**src/rtl/mem_access_unit_pkg.sv**
```systemverilog
// mem_pkg: shared definitions for the M-stage memory access unit.
//   - exception codes reported to CP0
//   - access size encodings (2'b11 is illegal and handled as a word)
//   - FSM state encoding
//   - byte-enable and store-lane helpers used by the top level
package mem_pkg;

  localparam logic [4:0] EXC_NONE = 5'd0;
  localparam logic [4:0] EXC_ADEL = 5'd4;
  localparam logic [4:0] EXC_ADES = 5'd5;
  localparam logic [4:0] EXC_DBE  = 5'd7;

  localparam logic [1:0] SZ_B = 2'b00;
  localparam logic [1:0] SZ_H = 2'b01;
  localparam logic [1:0] SZ_W = 2'b10;

  typedef enum logic [1:0] {
    ST_IDLE     = 2'b00,
    ST_DM_RD    = 2'b01,
    ST_DEV_WAIT = 2'b10
  } state_t;

  // Byte enables for a store of the given size at byte offset off.
  function automatic logic [3:0] byte_en(input logic [1:0] size, input logic [1:0] off);
    case (size)
      SZ_B:    byte_en = 4'b0001 << off;
      SZ_H:    byte_en = off[1] ? 4'b1100 : 4'b0011;
      default: byte_en = 4'b1111;
    endcase
  endfunction

  // Replicate the low byte/half across all lanes so the enables pick the right one.
  function automatic logic [31:0] store_lanes(input logic [1:0] size, input logic [31:0] data);
    case (size)
      SZ_B:    store_lanes = {4{data[7:0]}};
      SZ_H:    store_lanes = {2{data[15:0]}};
      default: store_lanes = data;
    endcase
  endfunction

endpackage

```
**src/rtl/mem_access_unit_if.sv**
```systemverilog
// mem_access_unit_if: pipeline request/response, data-memory port and
// device-bridge port of the memory access unit.
//   slave  : the unit itself (consumes requests, drives strobes/responses)
//   master : the surrounding pipeline, DM and bridge
interface mem_access_unit_if #(
  parameter int NUM_DEV = 2
);
  // pipeline request
  logic               req_valid;
  logic               req_we;
  logic [1:0]         req_size;
  logic               req_signed;
  logic [31:0]        req_addr;
  logic [31:0]        req_wdata;
  logic [4:0]         exc_in;
  logic               int_req;
  // pipeline response
  logic               stall;
  logic               rsp_valid;
  logic [31:0]        rsp_rdata;
  logic [4:0]         exc_out;
  // data memory
  logic               dm_en;
  logic               dm_we;
  logic [3:0]         dm_be;
  logic [31:0]        dm_addr;
  logic [31:0]        dm_wdata;
  logic [31:0]        dm_rdata;
  // device bridge
  logic               pr_req;
  logic               pr_we;
  logic [NUM_DEV-1:0] pr_sel;
  logic [31:0]        pr_addr;
  logic [31:0]        pr_wdata;
  logic               pr_ack;
  logic [31:0]        pr_rdata;

  modport slave (
    input  req_valid, req_we, req_size, req_signed, req_addr, req_wdata, exc_in, int_req,
    output stall, rsp_valid, rsp_rdata, exc_out,
    output dm_en, dm_we, dm_be, dm_addr, dm_wdata,
    input  dm_rdata,
    output pr_req, pr_we, pr_sel, pr_addr, pr_wdata,
    input  pr_ack, pr_rdata
  );

  modport master (
    output req_valid, req_we, req_size, req_signed, req_addr, req_wdata, exc_in, int_req,
    input  stall, rsp_valid, rsp_rdata, exc_out,
    input  dm_en, dm_we, dm_be, dm_addr, dm_wdata,
    output dm_rdata,
    input  pr_req, pr_we, pr_sel, pr_addr, pr_wdata,
    output pr_ack, pr_rdata
  );
endinterface

```
**src/rtl/mem_access_unit_load_align.sv**
```systemverilog
// load_align: picks the addressed byte/half lane out of a 32-bit word and
// zero- or sign-extends it. Shared by the DM and device read paths.
//   size_i   : access size (SZ_B/SZ_H/word)
//   signed_i : sign-extend when 1
//   off_i    : byte offset addr[1:0]
//   word_i   : raw 32-bit read word
//   data_o   : extended load result
module load_align
  import mem_pkg::*;
(
  input  logic [1:0]  size_i,
  input  logic        signed_i,
  input  logic [1:0]  off_i,
  input  logic [31:0] word_i,
  output logic [31:0] data_o
);
  logic [7:0]  byte_s;
  logic [15:0] half_s;

  // Lane select followed by extension.
  always_comb begin
    case (off_i)
      2'd0:    byte_s = word_i[7:0];
      2'd1:    byte_s = word_i[15:8];
      2'd2:    byte_s = word_i[23:16];
      default: byte_s = word_i[31:24];
    endcase
    half_s = off_i[1] ? word_i[31:16] : word_i[15:0];
    case (size_i)
      SZ_B:    data_o = {{24{signed_i & byte_s[7]}}, byte_s};
      SZ_H:    data_o = {{16{signed_i & half_s[15]}}, half_s};
      default: data_o = word_i;
    endcase
  end
endmodule

```
**src/rtl/mem_access_unit.sv**
```systemverilog
// mem_access_unit: M-stage load/store unit.
//   clk   : rising-edge clock
//   reset : asynchronous active-low reset; forces every output to 0
//   bus   : request/response, DM port and device bridge (slave modport)
// DM stores complete in the accept cycle; DM loads take one extra cycle for
// the registered read; device accesses wait for pr_ack up to TIMEOUT cycles
// of pr_req, after which a bus error (DBE) is reported.
module mem_access_unit
  import mem_pkg::*;
#(
  parameter int          DM_BYTES   = 12288,
  parameter int          NUM_DEV    = 2,
  parameter logic [31:0] DEV_BASE   = 32'h0000_7f00,
  parameter int          DEV_STRIDE = 16,
  parameter int          DEV_BYTES  = 12,
  parameter int          TIMEOUT    = 15
) (
  input logic              clk,
  input logic              reset,
  mem_access_unit_if.slave bus
);
  localparam int               CNT_W     = $clog2(TIMEOUT + 1);
  localparam logic [CNT_W-1:0] CNT_LIMIT = CNT_W'(TIMEOUT);

  state_t             state_q, state_d;
  logic [CNT_W-1:0]   cnt_q, cnt_d;
  logic               cap_we_q, cap_we_d;
  logic [1:0]         cap_size_q, cap_size_d;
  logic               cap_signed_q, cap_signed_d;
  logic [31:0]        cap_addr_q, cap_addr_d;
  logic [31:0]        cap_wdata_q, cap_wdata_d;
  logic [NUM_DEV-1:0] cap_sel_q, cap_sel_d;

  logic               dm_hit_s, dev_hit_s, misalign_s, addr_err_s;
  logic [NUM_DEV-1:0] dev_sel_s;
  logic [31:0]        align_word_s, align_data_s;

  assign align_word_s = (state_q == ST_DM_RD) ? bus.dm_rdata : bus.pr_rdata;

  load_align u_align (
    .size_i   (cap_size_q),
    .signed_i (cap_signed_q),
    .off_i    (cap_addr_q[1:0]),
    .word_i   (align_word_s),
    .data_o   (align_data_s)
  );

  // Address map decode and alignment check for the incoming request.
  always_comb begin
    dm_hit_s = (bus.req_addr < 32'(DM_BYTES));
    for (int i = 0; i < NUM_DEV; i++) begin
      if ((bus.req_addr >= DEV_BASE + 32'(i * DEV_STRIDE)) &&
          ((bus.req_addr - (DEV_BASE + 32'(i * DEV_STRIDE))) < 32'(DEV_BYTES))) begin
        dev_sel_s[i] = 1'b1;
      end else begin
        dev_sel_s[i] = 1'b0;
      end
    end
    dev_hit_s  = (|dev_sel_s) & ~dm_hit_s;
    // size 2'b11 behaves as a word, hence testing req_size[1]
    misalign_s = ((bus.req_size == SZ_H) & bus.req_addr[0]) |
                 (bus.req_size[1] & (|bus.req_addr[1:0]));
    addr_err_s = misalign_s | (~dm_hit_s & ~dev_hit_s) | (dev_hit_s & ~bus.req_size[1]);
  end

  // Next-state, capture and output decode.
  always_comb begin
    state_d      = state_q;
    cnt_d        = cnt_q;
    cap_we_d     = cap_we_q;
    cap_size_d   = cap_size_q;
    cap_signed_d = cap_signed_q;
    cap_addr_d   = cap_addr_q;
    cap_wdata_d  = cap_wdata_q;
    cap_sel_d    = cap_sel_q;
    bus.stall     = 1'b0;
    bus.rsp_valid = 1'b0;
    bus.rsp_rdata = 32'h0000_0000;
    bus.exc_out   = EXC_NONE;
    bus.dm_en     = 1'b0;
    bus.dm_we     = 1'b0;
    bus.dm_be     = 4'b0000;
    bus.dm_addr   = 32'h0000_0000;
    bus.dm_wdata  = 32'h0000_0000;
    bus.pr_req    = 1'b0;
    bus.pr_we     = 1'b0;
    bus.pr_sel    = {NUM_DEV{1'b0}};
    bus.pr_addr   = 32'h0000_0000;
    bus.pr_wdata  = 32'h0000_0000;

    if (!reset) begin
      // outputs stay at their zero defaults while reset is held
      state_d = ST_IDLE;
    end else begin
      case (state_q)
        ST_IDLE: begin
          if (!bus.req_valid) begin
            state_d = ST_IDLE;
          end else if (bus.exc_in != EXC_NONE) begin
            bus.rsp_valid = 1'b1;
            bus.exc_out   = bus.exc_in;
          end else if (addr_err_s) begin
            bus.rsp_valid = 1'b1;
            bus.exc_out   = bus.req_we ? EXC_ADES : EXC_ADEL;
          end else if (bus.int_req) begin
            bus.rsp_valid = 1'b1;
            bus.exc_out   = bus.exc_in;
          end else begin
            cap_we_d     = bus.req_we;
            cap_size_d   = bus.req_size;
            cap_signed_d = bus.req_signed;
            cap_addr_d   = bus.req_addr;
            cap_wdata_d  = bus.req_wdata;
            cap_sel_d    = dev_sel_s;
            if (dm_hit_s) begin
              bus.dm_en   = 1'b1;
              bus.dm_be   = byte_en(bus.req_size, bus.req_addr[1:0]);
              bus.dm_addr = {bus.req_addr[31:2], 2'b00};
              if (bus.req_we) begin
                bus.dm_we     = 1'b1;
                bus.dm_wdata  = store_lanes(bus.req_size, bus.req_wdata);
                bus.rsp_valid = 1'b1;
              end else begin
                bus.stall = 1'b1;
                state_d   = ST_DM_RD;
              end
            end else begin
              // accept cycle already counts as the first pr_req cycle
              bus.pr_req   = 1'b1;
              bus.pr_we    = bus.req_we;
              bus.pr_sel   = dev_sel_s;
              bus.pr_addr  = bus.req_addr;
              bus.pr_wdata = bus.req_wdata;
              bus.stall    = 1'b1;
              cnt_d        = CNT_W'(1);
              state_d      = ST_DEV_WAIT;
            end
          end
        end
        ST_DM_RD: begin
          bus.rsp_valid = 1'b1;
          bus.rsp_rdata = align_data_s;
          state_d       = ST_IDLE;
        end
        ST_DEV_WAIT: begin
          // cnt_q == CNT_LIMIT means TIMEOUT request cycles have gone unanswered
          if (cnt_q != CNT_LIMIT) begin
            bus.pr_req   = 1'b1;
            bus.pr_we    = cap_we_q;
            bus.pr_sel   = cap_sel_q;
            bus.pr_addr  = cap_addr_q;
            bus.pr_wdata = cap_wdata_q;
          end else begin
            bus.pr_req = 1'b0;
          end
          if (bus.pr_ack) begin
            bus.rsp_valid = 1'b1;
            bus.rsp_rdata = cap_we_q ? 32'h0000_0000 : align_data_s;
            cnt_d         = {CNT_W{1'b0}};
            state_d       = ST_IDLE;
          end else if (cnt_q == CNT_LIMIT) begin
            bus.rsp_valid = 1'b1;
            bus.exc_out   = EXC_DBE;
            cnt_d         = {CNT_W{1'b0}};
            state_d       = ST_IDLE;
          end else begin
            bus.stall = 1'b1;
            cnt_d     = cnt_q + CNT_W'(1);
          end
        end
        default: begin
          state_d = ST_IDLE;
          cnt_d   = {CNT_W{1'b0}};
        end
      endcase
    end
  end

  // State, wait counter and captured request registers.
  always_ff @(posedge clk or negedge reset) begin
    if (!reset) begin
      state_q      <= ST_IDLE;
      cnt_q        <= {CNT_W{1'b0}};
      cap_we_q     <= 1'b0;
      cap_size_q   <= 2'b00;
      cap_signed_q <= 1'b0;
      cap_addr_q   <= 32'h0000_0000;
      cap_wdata_q  <= 32'h0000_0000;
      cap_sel_q    <= {NUM_DEV{1'b0}};
    end else begin
      state_q      <= state_d;
      cnt_q        <= cnt_d;
      cap_we_q     <= cap_we_d;
      cap_size_q   <= cap_size_d;
      cap_signed_q <= cap_signed_d;
      cap_addr_q   <= cap_addr_d;
      cap_wdata_q  <= cap_wdata_d;
      cap_sel_q    <= cap_sel_d;
    end
  end
endmodule

```
**src/flat_wrapper.sv**
```systemverilog
// flat-port wrapper written by rule: the top's interface ports become plain ports
module mem_access_unit_flat import mem_pkg::*;
#(
  parameter int          DM_BYTES   = 12288,
  parameter int          NUM_DEV    = 2,
  parameter logic [31:0] DEV_BASE   = 32'h0000_7f00,
  parameter int          DEV_STRIDE = 16,
  parameter int          DEV_BYTES  = 12,
  parameter int          TIMEOUT    = 15
)
  (clk, reset, bus_req_valid, bus_req_we, bus_req_size, bus_req_signed, bus_req_addr, bus_req_wdata, bus_exc_in, bus_int_req, bus_stall, bus_rsp_valid, bus_rsp_rdata, bus_exc_out, bus_dm_en, bus_dm_we, bus_dm_be, bus_dm_addr, bus_dm_wdata, bus_dm_rdata, bus_pr_req, bus_pr_we, bus_pr_sel, bus_pr_addr, bus_pr_wdata, bus_pr_ack, bus_pr_rdata);
  mem_access_unit_if #(.NUM_DEV(NUM_DEV)) bus_i ();
  input logic clk;
  input logic reset;
  input wire logic [$bits(bus_i.req_valid)-1:0] bus_req_valid;
  input wire logic [$bits(bus_i.req_we)-1:0] bus_req_we;
  input wire logic [$bits(bus_i.req_size)-1:0] bus_req_size;
  input wire logic [$bits(bus_i.req_signed)-1:0] bus_req_signed;
  input wire logic [$bits(bus_i.req_addr)-1:0] bus_req_addr;
  input wire logic [$bits(bus_i.req_wdata)-1:0] bus_req_wdata;
  input wire logic [$bits(bus_i.exc_in)-1:0] bus_exc_in;
  input wire logic [$bits(bus_i.int_req)-1:0] bus_int_req;
  output wire logic [$bits(bus_i.stall)-1:0] bus_stall;
  output wire logic [$bits(bus_i.rsp_valid)-1:0] bus_rsp_valid;
  output wire logic [$bits(bus_i.rsp_rdata)-1:0] bus_rsp_rdata;
  output wire logic [$bits(bus_i.exc_out)-1:0] bus_exc_out;
  output wire logic [$bits(bus_i.dm_en)-1:0] bus_dm_en;
  output wire logic [$bits(bus_i.dm_we)-1:0] bus_dm_we;
  output wire logic [$bits(bus_i.dm_be)-1:0] bus_dm_be;
  output wire logic [$bits(bus_i.dm_addr)-1:0] bus_dm_addr;
  output wire logic [$bits(bus_i.dm_wdata)-1:0] bus_dm_wdata;
  input wire logic [$bits(bus_i.dm_rdata)-1:0] bus_dm_rdata;
  output wire logic [$bits(bus_i.pr_req)-1:0] bus_pr_req;
  output wire logic [$bits(bus_i.pr_we)-1:0] bus_pr_we;
  output wire logic [$bits(bus_i.pr_sel)-1:0] bus_pr_sel;
  output wire logic [$bits(bus_i.pr_addr)-1:0] bus_pr_addr;
  output wire logic [$bits(bus_i.pr_wdata)-1:0] bus_pr_wdata;
  input wire logic [$bits(bus_i.pr_ack)-1:0] bus_pr_ack;
  input wire logic [$bits(bus_i.pr_rdata)-1:0] bus_pr_rdata;
  assign bus_i.req_valid = bus_req_valid;
  assign bus_i.req_we = bus_req_we;
  assign bus_i.req_size = bus_req_size;
  assign bus_i.req_signed = bus_req_signed;
  assign bus_i.req_addr = bus_req_addr;
  assign bus_i.req_wdata = bus_req_wdata;
  assign bus_i.exc_in = bus_exc_in;
  assign bus_i.int_req = bus_int_req;
  assign bus_stall = bus_i.stall;
  assign bus_rsp_valid = bus_i.rsp_valid;
  assign bus_rsp_rdata = bus_i.rsp_rdata;
  assign bus_exc_out = bus_i.exc_out;
  assign bus_dm_en = bus_i.dm_en;
  assign bus_dm_we = bus_i.dm_we;
  assign bus_dm_be = bus_i.dm_be;
  assign bus_dm_addr = bus_i.dm_addr;
  assign bus_dm_wdata = bus_i.dm_wdata;
  assign bus_i.dm_rdata = bus_dm_rdata;
  assign bus_pr_req = bus_i.pr_req;
  assign bus_pr_we = bus_i.pr_we;
  assign bus_pr_sel = bus_i.pr_sel;
  assign bus_pr_addr = bus_i.pr_addr;
  assign bus_pr_wdata = bus_i.pr_wdata;
  assign bus_i.pr_ack = bus_pr_ack;
  assign bus_i.pr_rdata = bus_pr_rdata;
  mem_access_unit #(.DM_BYTES(DM_BYTES), .NUM_DEV(NUM_DEV), .DEV_BASE(DEV_BASE), .DEV_STRIDE(DEV_STRIDE), .DEV_BYTES(DEV_BYTES), .TIMEOUT(TIMEOUT)) u_core (.clk(clk), .reset(reset), .bus(bus_i));
endmodule
```
**config.mk**
```make
export PLATFORM = sky130hd
export DESIGN_NAME = mem_access_unit_flat
export DESIGN_NICKNAME = d
export VERILOG_FILES = /design/src/rtl/mem_access_unit_pkg.sv /design/src/rtl/mem_access_unit_if.sv /design/src/rtl/mem_access_unit_load_align.sv /design/src/rtl/mem_access_unit.sv /design/src/flat_wrapper.sv
export SDC_FILE = /design/constraint.sdc
export NUM_CORES = 1
export LEC_CHECK = 0
export CORE_MARGIN = 4
export CORE_UTILIZATION = 40
export DETAILED_ROUTE_END_ITERATION = 16
export GPL_ROUTABILITY_DRIVEN = 0
export MAX_ROUTING_LAYER = met4
export PLACE_DENSITY = 0.78
export SKIP_LAST_GASP = 1
export SYNTH_ARGS = -nofsm -noshare
export SYNTH_HDL_FRONTEND = slang
export SYNTH_HIERARCHICAL = 1
export SYNTH_SLANG_ARGS = --single-unit
export TNS_END_PERCENT = 1
```
**constraint.sdc**
```tcl
create_clock -name clk -period 4.5 [get_ports clk]
set_input_delay 0.9 -clock clk [delete_from_list [all_inputs] [get_ports clk]]
set_output_delay 0.9 -clock clk [all_outputs]
set_load 0.02 [all_outputs]
```
==> Implementation_results.wiki <==
{| class="wikitable"
! Metric !! Value
|-
| Share of final-layout standard cells stronger than drive strength 1 || 0.2776
|-
| Number of instances in the placed design || 1279
|-
| Final net count || 1237
|-
| Violations in the final reports || setup timing
|-
| Multi-input logic area || 0.004467 mm2
|-
| Most used flip-flop cell after synthesis || sky130_fd_sc_hd__dfrtp_1
|-
| Worst Setup End Kind || primary output
|-
| Overall global routing resource usage || 0.2705
|-
| Largest net degree at the start of global routing || ~60
|-
| Die outline area || 0.01859 mm2
|-
| Final Critical Period || between 4 and 5 ns
|-
| Worst hold path class || in2async
|-
| Setup slack at placement || -0.6524 ns
|-
| Fmax achieved || 0.2129 GHz
|-
| Effective utilization at floorplan || 0.4118
|-
| Total power divided by cell area || 172.3 mW/mm2
|-
| Area share of and/or/nand/nor cells after synthesis || 0.2284
|-
| Count of input and output buffers || 298
|-
| Clock transition time at the flip-flop clock pins of the worst setup and hold paths || roughly 0.07 ns
|-
| Placed standard-cell area || 0.01012 mm2
|-
| Average cell area after synthesis || 8.928 um2
|-
| Detailed-router iteration count before antenna repair || 5
|-
| Count of final setup violators || 98
|-
| R2R Path End || u_core/cap_wdata_q[2]$_DFFE_PN0P_
|-
| Worst Max-Slew Pin Slew || 0.7894 ns
|-
| Fin crit share || 1.044
|-
| Worst endpoint required time || 3.60 ns
|-
| Routed len/inst || 19.98 um
|-
| Slack of the worst reg-to-reg path || 1.90 ns
|-
| Worst hold slack across all endpoints || 0.4097 ns
|-
| Startpoint class of the critical path || primary input
|-
| Max-slew headroom || 0.4738
|-
| Main combinational cell family by area after synthesis || simple AND/OR/NAND/NOR gates
|-
| Vias in the first global route || 7112
|-
| Number of warnings issued by yosys || 6
|-
| Post-synth EDFFs || 0
|-
| Fraction of the yosys area taken by sequential cells || 0.2886
|-
| Setup Skew || 0.01506 ns
|-
| Post-Synth XOR/XNOR Area || 0.003988
|-
| Clock tree buffer depth || 2
|-
| Number of hold violations in the final report || 0
|-
| Number of clock sinks || 76
|-
| Fill cells || approximately 1300
|-
| Commonest non-fill, non-tap cells in the layout || sky130_fd_sc_hd__clkdlybuf4s50_1 (184), sky130_fd_sc_hd__buf_4 (114), sky130_fd_sc_hd__dfrtp_1 (76)
|-
| Via density per instance || 5.535
|-
| Worst skew pair latency || 0.35 ns
|-
| RSZ-0062 raised after global routing || yes
|-
| Final number of max-transition violations || 0
|-
| Fraction of met3 tracks used by global routing || 0.06181
|-
| Crit Path Max Fanout || 3
|-
| Number of DRC markers after the initial detailed-route iteration || ~600
|-
| Depth of the worst register-to-register path || 8
|-
| DP Wirelength || 18960 um
|-
| Die boundary height || around 140 um
|-
| GR Layer Usage met1 || 0.3366
|-
| Core Footprint || 0.01600 mm2
|-
| Routed WL || around 26000 um
|-
| Post-synthesis adder-cell area fraction || 0.009495
|-
| Overall Power || 1.819 mW
|-
| Final standard cell count with taps included and fillers excluded || approximately 1300
|-
| Commonest non-fill, non-tap cell in the layout || sky130_fd_sc_hd__clkdlybuf4s50_1
|-
| Number of distinct library cells after synthesis || 62
|-
| Number of buffers added by the clock tree synthesis step || 9
|-
| Layout Cell Area excl Fill || 0.01056 mm2
|-
| Storage element area || 0.001902 mm2
|-
| Setup slack after layout || -0.1972 ns
|-
| DRC || 0
|-
| Leak Pwr || 4.905 nW
|-
| Start-to-end type of the worst setup path || in2out
|-
| Met2 GRT Util || 0.4356
|-
| Result of the run || finished, violations left
|-
| Number of rows created at floorplan || between 40 and 50
|-
| Final core occ || 0.6601
|-
| Summed negative setup slack over all endpoints || -13.59 ns
|-
| Compound-gate portion of the synthesized area || 0.1903
|-
| Initial antenna violation count || 1
|-
| Congestion Overflow GR || 0
|-
| Busiest layer in global routing || met2
|-
| Die Width || 136.3 um
|-
| Wire length of the first global-routing pass || 38440 um
|-
| Mapped cell area || 0.006589 mm2
|-
| VDD IR-drop max || 0.2017 mV
|-
| DRT antenna net count || 0
|-
| Number of buffers added to fix hold violations after cts || 0
|-
| Via count || 7262
|-
| Data arrival time of the critical path || 3.80 ns
|-
| Beginning of the worst register-to-register path || u_core/state_q[0]$_DFFE_PN0P_
|-
| Max H-tree Level || 3
|-
| Area growth syn-to-layout || 60.29%
|-
| Instance count of the mapped netlist || roughly 740
|-
| TritonCTS clock tree || built
|-
| Top-Level Pins || 319
|-
| Synth Register Bits || 76
|-
| Share of async-settable or async-resettable flops after synthesis || 1.000
|-
| Max_cap viols || 0
|-
| Multiplexer share of the synthesized area || 0.1956
|-
| Root Buffer Master || sky130_fd_sc_hd__clkbuf_16
|}
registers in the layout, indices dropped and copies added, names as in the netlist:
signal               count
u_core/cap_addr_q       32
u_core/cap_sel_q         2
u_core/cap_signed_q      1
u_core/cap_size_q        2
u_core/cap_wdata_q      32
u_core/cap_we_q          1
u_core/cnt_q             4
u_core/state_q           2
critical path, stage by stage:
cell	delay (ns)
sky130_fd_sc_hd__clkdlybuf4s50_1	0.44
sky130_fd_sc_hd__buf_4	0.17
sky130_fd_sc_hd__nor4_1	0.29
sky130_fd_sc_hd__nand4_1	0.16
sky130_fd_sc_hd__a2111oi_2	0.42
sky130_fd_sc_hd__nand4_1	0.16
sky130_fd_sc_hd__buf_4	0.19
sky130_fd_sc_hd__nor3_4	0.27
sky130_fd_sc_hd__nor2_1	0.11
sky130_fd_sc_hd__or3_1	0.38
sky130_fd_sc_hd__a21oi_2	0.15
sky130_fd_sc_hd__buf_4	0.15
logic make-up (layout without fill, tap and decap cells):
kind of cell               count (synthesis)  count (layout)
and+or+nand+nor                          277             278
AOI/OAI and AO/OA                        166             167
muxes                                    118             118
buffers and inverters                     92             428
DFF                                       76              76
adders and majority gates                  5               5
xor gates and xnor gates                   3               3
other                                      1              21
cells in the mapped netlist (all sizes together) (17+ instances only):
cell,count,share of area
clkbuf,26,0.015
and3,21,0.020
nand2,59,0.035
nor2,44,0.025
nor2b,28,0.027
o21ai,23,0.017
a22o,38,0.051
buf,54,0.061
and2,59,0.056
mux2,86,0.15
a21oi,38,0.029
dfrtp,76,0.29
o211ai,17,0.027
mux2i,32,0.049
power breakdown:
group,switching [mW],leakage [nW],internal [mW],total [mW]
sequential,0.0000000991,1.06,0.683,0.683
combinational,0.171,3.70,0.187,0.358
clock,0.335,0.148,0.444,0.778
total,0.505,4.91,1.31,1.82
what timing repair did:
item                       in CTS  in global routing
setup buffers                   5                  6
cloned                          1                  4
pin swaps                      13                 21
gates resized for setup       366                 86
setup endpoints to repair     100                110
routing by layer:
metal,up-vias,part of all wire
met5,-,0
met4,0,0.033
met3,64,0.092
met2,377,0.47
met1,3466,0.40
li1,3355,-
worst max-delay path by stage:
| stage | slack, ns | to | cells after the start | from |
|---|---|---|---|---|
| after global placement | -0.60 | bus_dm_wdata[25] | 10 | bus_req_addr[18] |
| after global routing | -0.35 | bus_dm_wdata[0] | 12 | bus_req_addr[22] |
| after CTS | -0.10 | bus_dm_addr[11] | 10 | bus_req_addr[16] |
| after detailed placement | -0.65 | bus_dm_wdata[25] | 11 | bus_req_addr[18] |
| final | -0.20 | bus_stall | 12 | bus_req_addr[22] |
| after floorplan | 0.43 | bus_dm_wdata[13] | 10 | bus_req_addr[18] |
layout make-up:
class                   instances  area share
multi-input cells             591      0.4229
flip-flops and latches         76      0.1801
diodes                          1   0.0002369
repair buffers                400      0.3373
inverters                      12    0.004265
well taps                     216     0.02559
clock inverters                 7    0.008293
clock buffers                   9     0.02132
(Power assumes the default switching activity.)
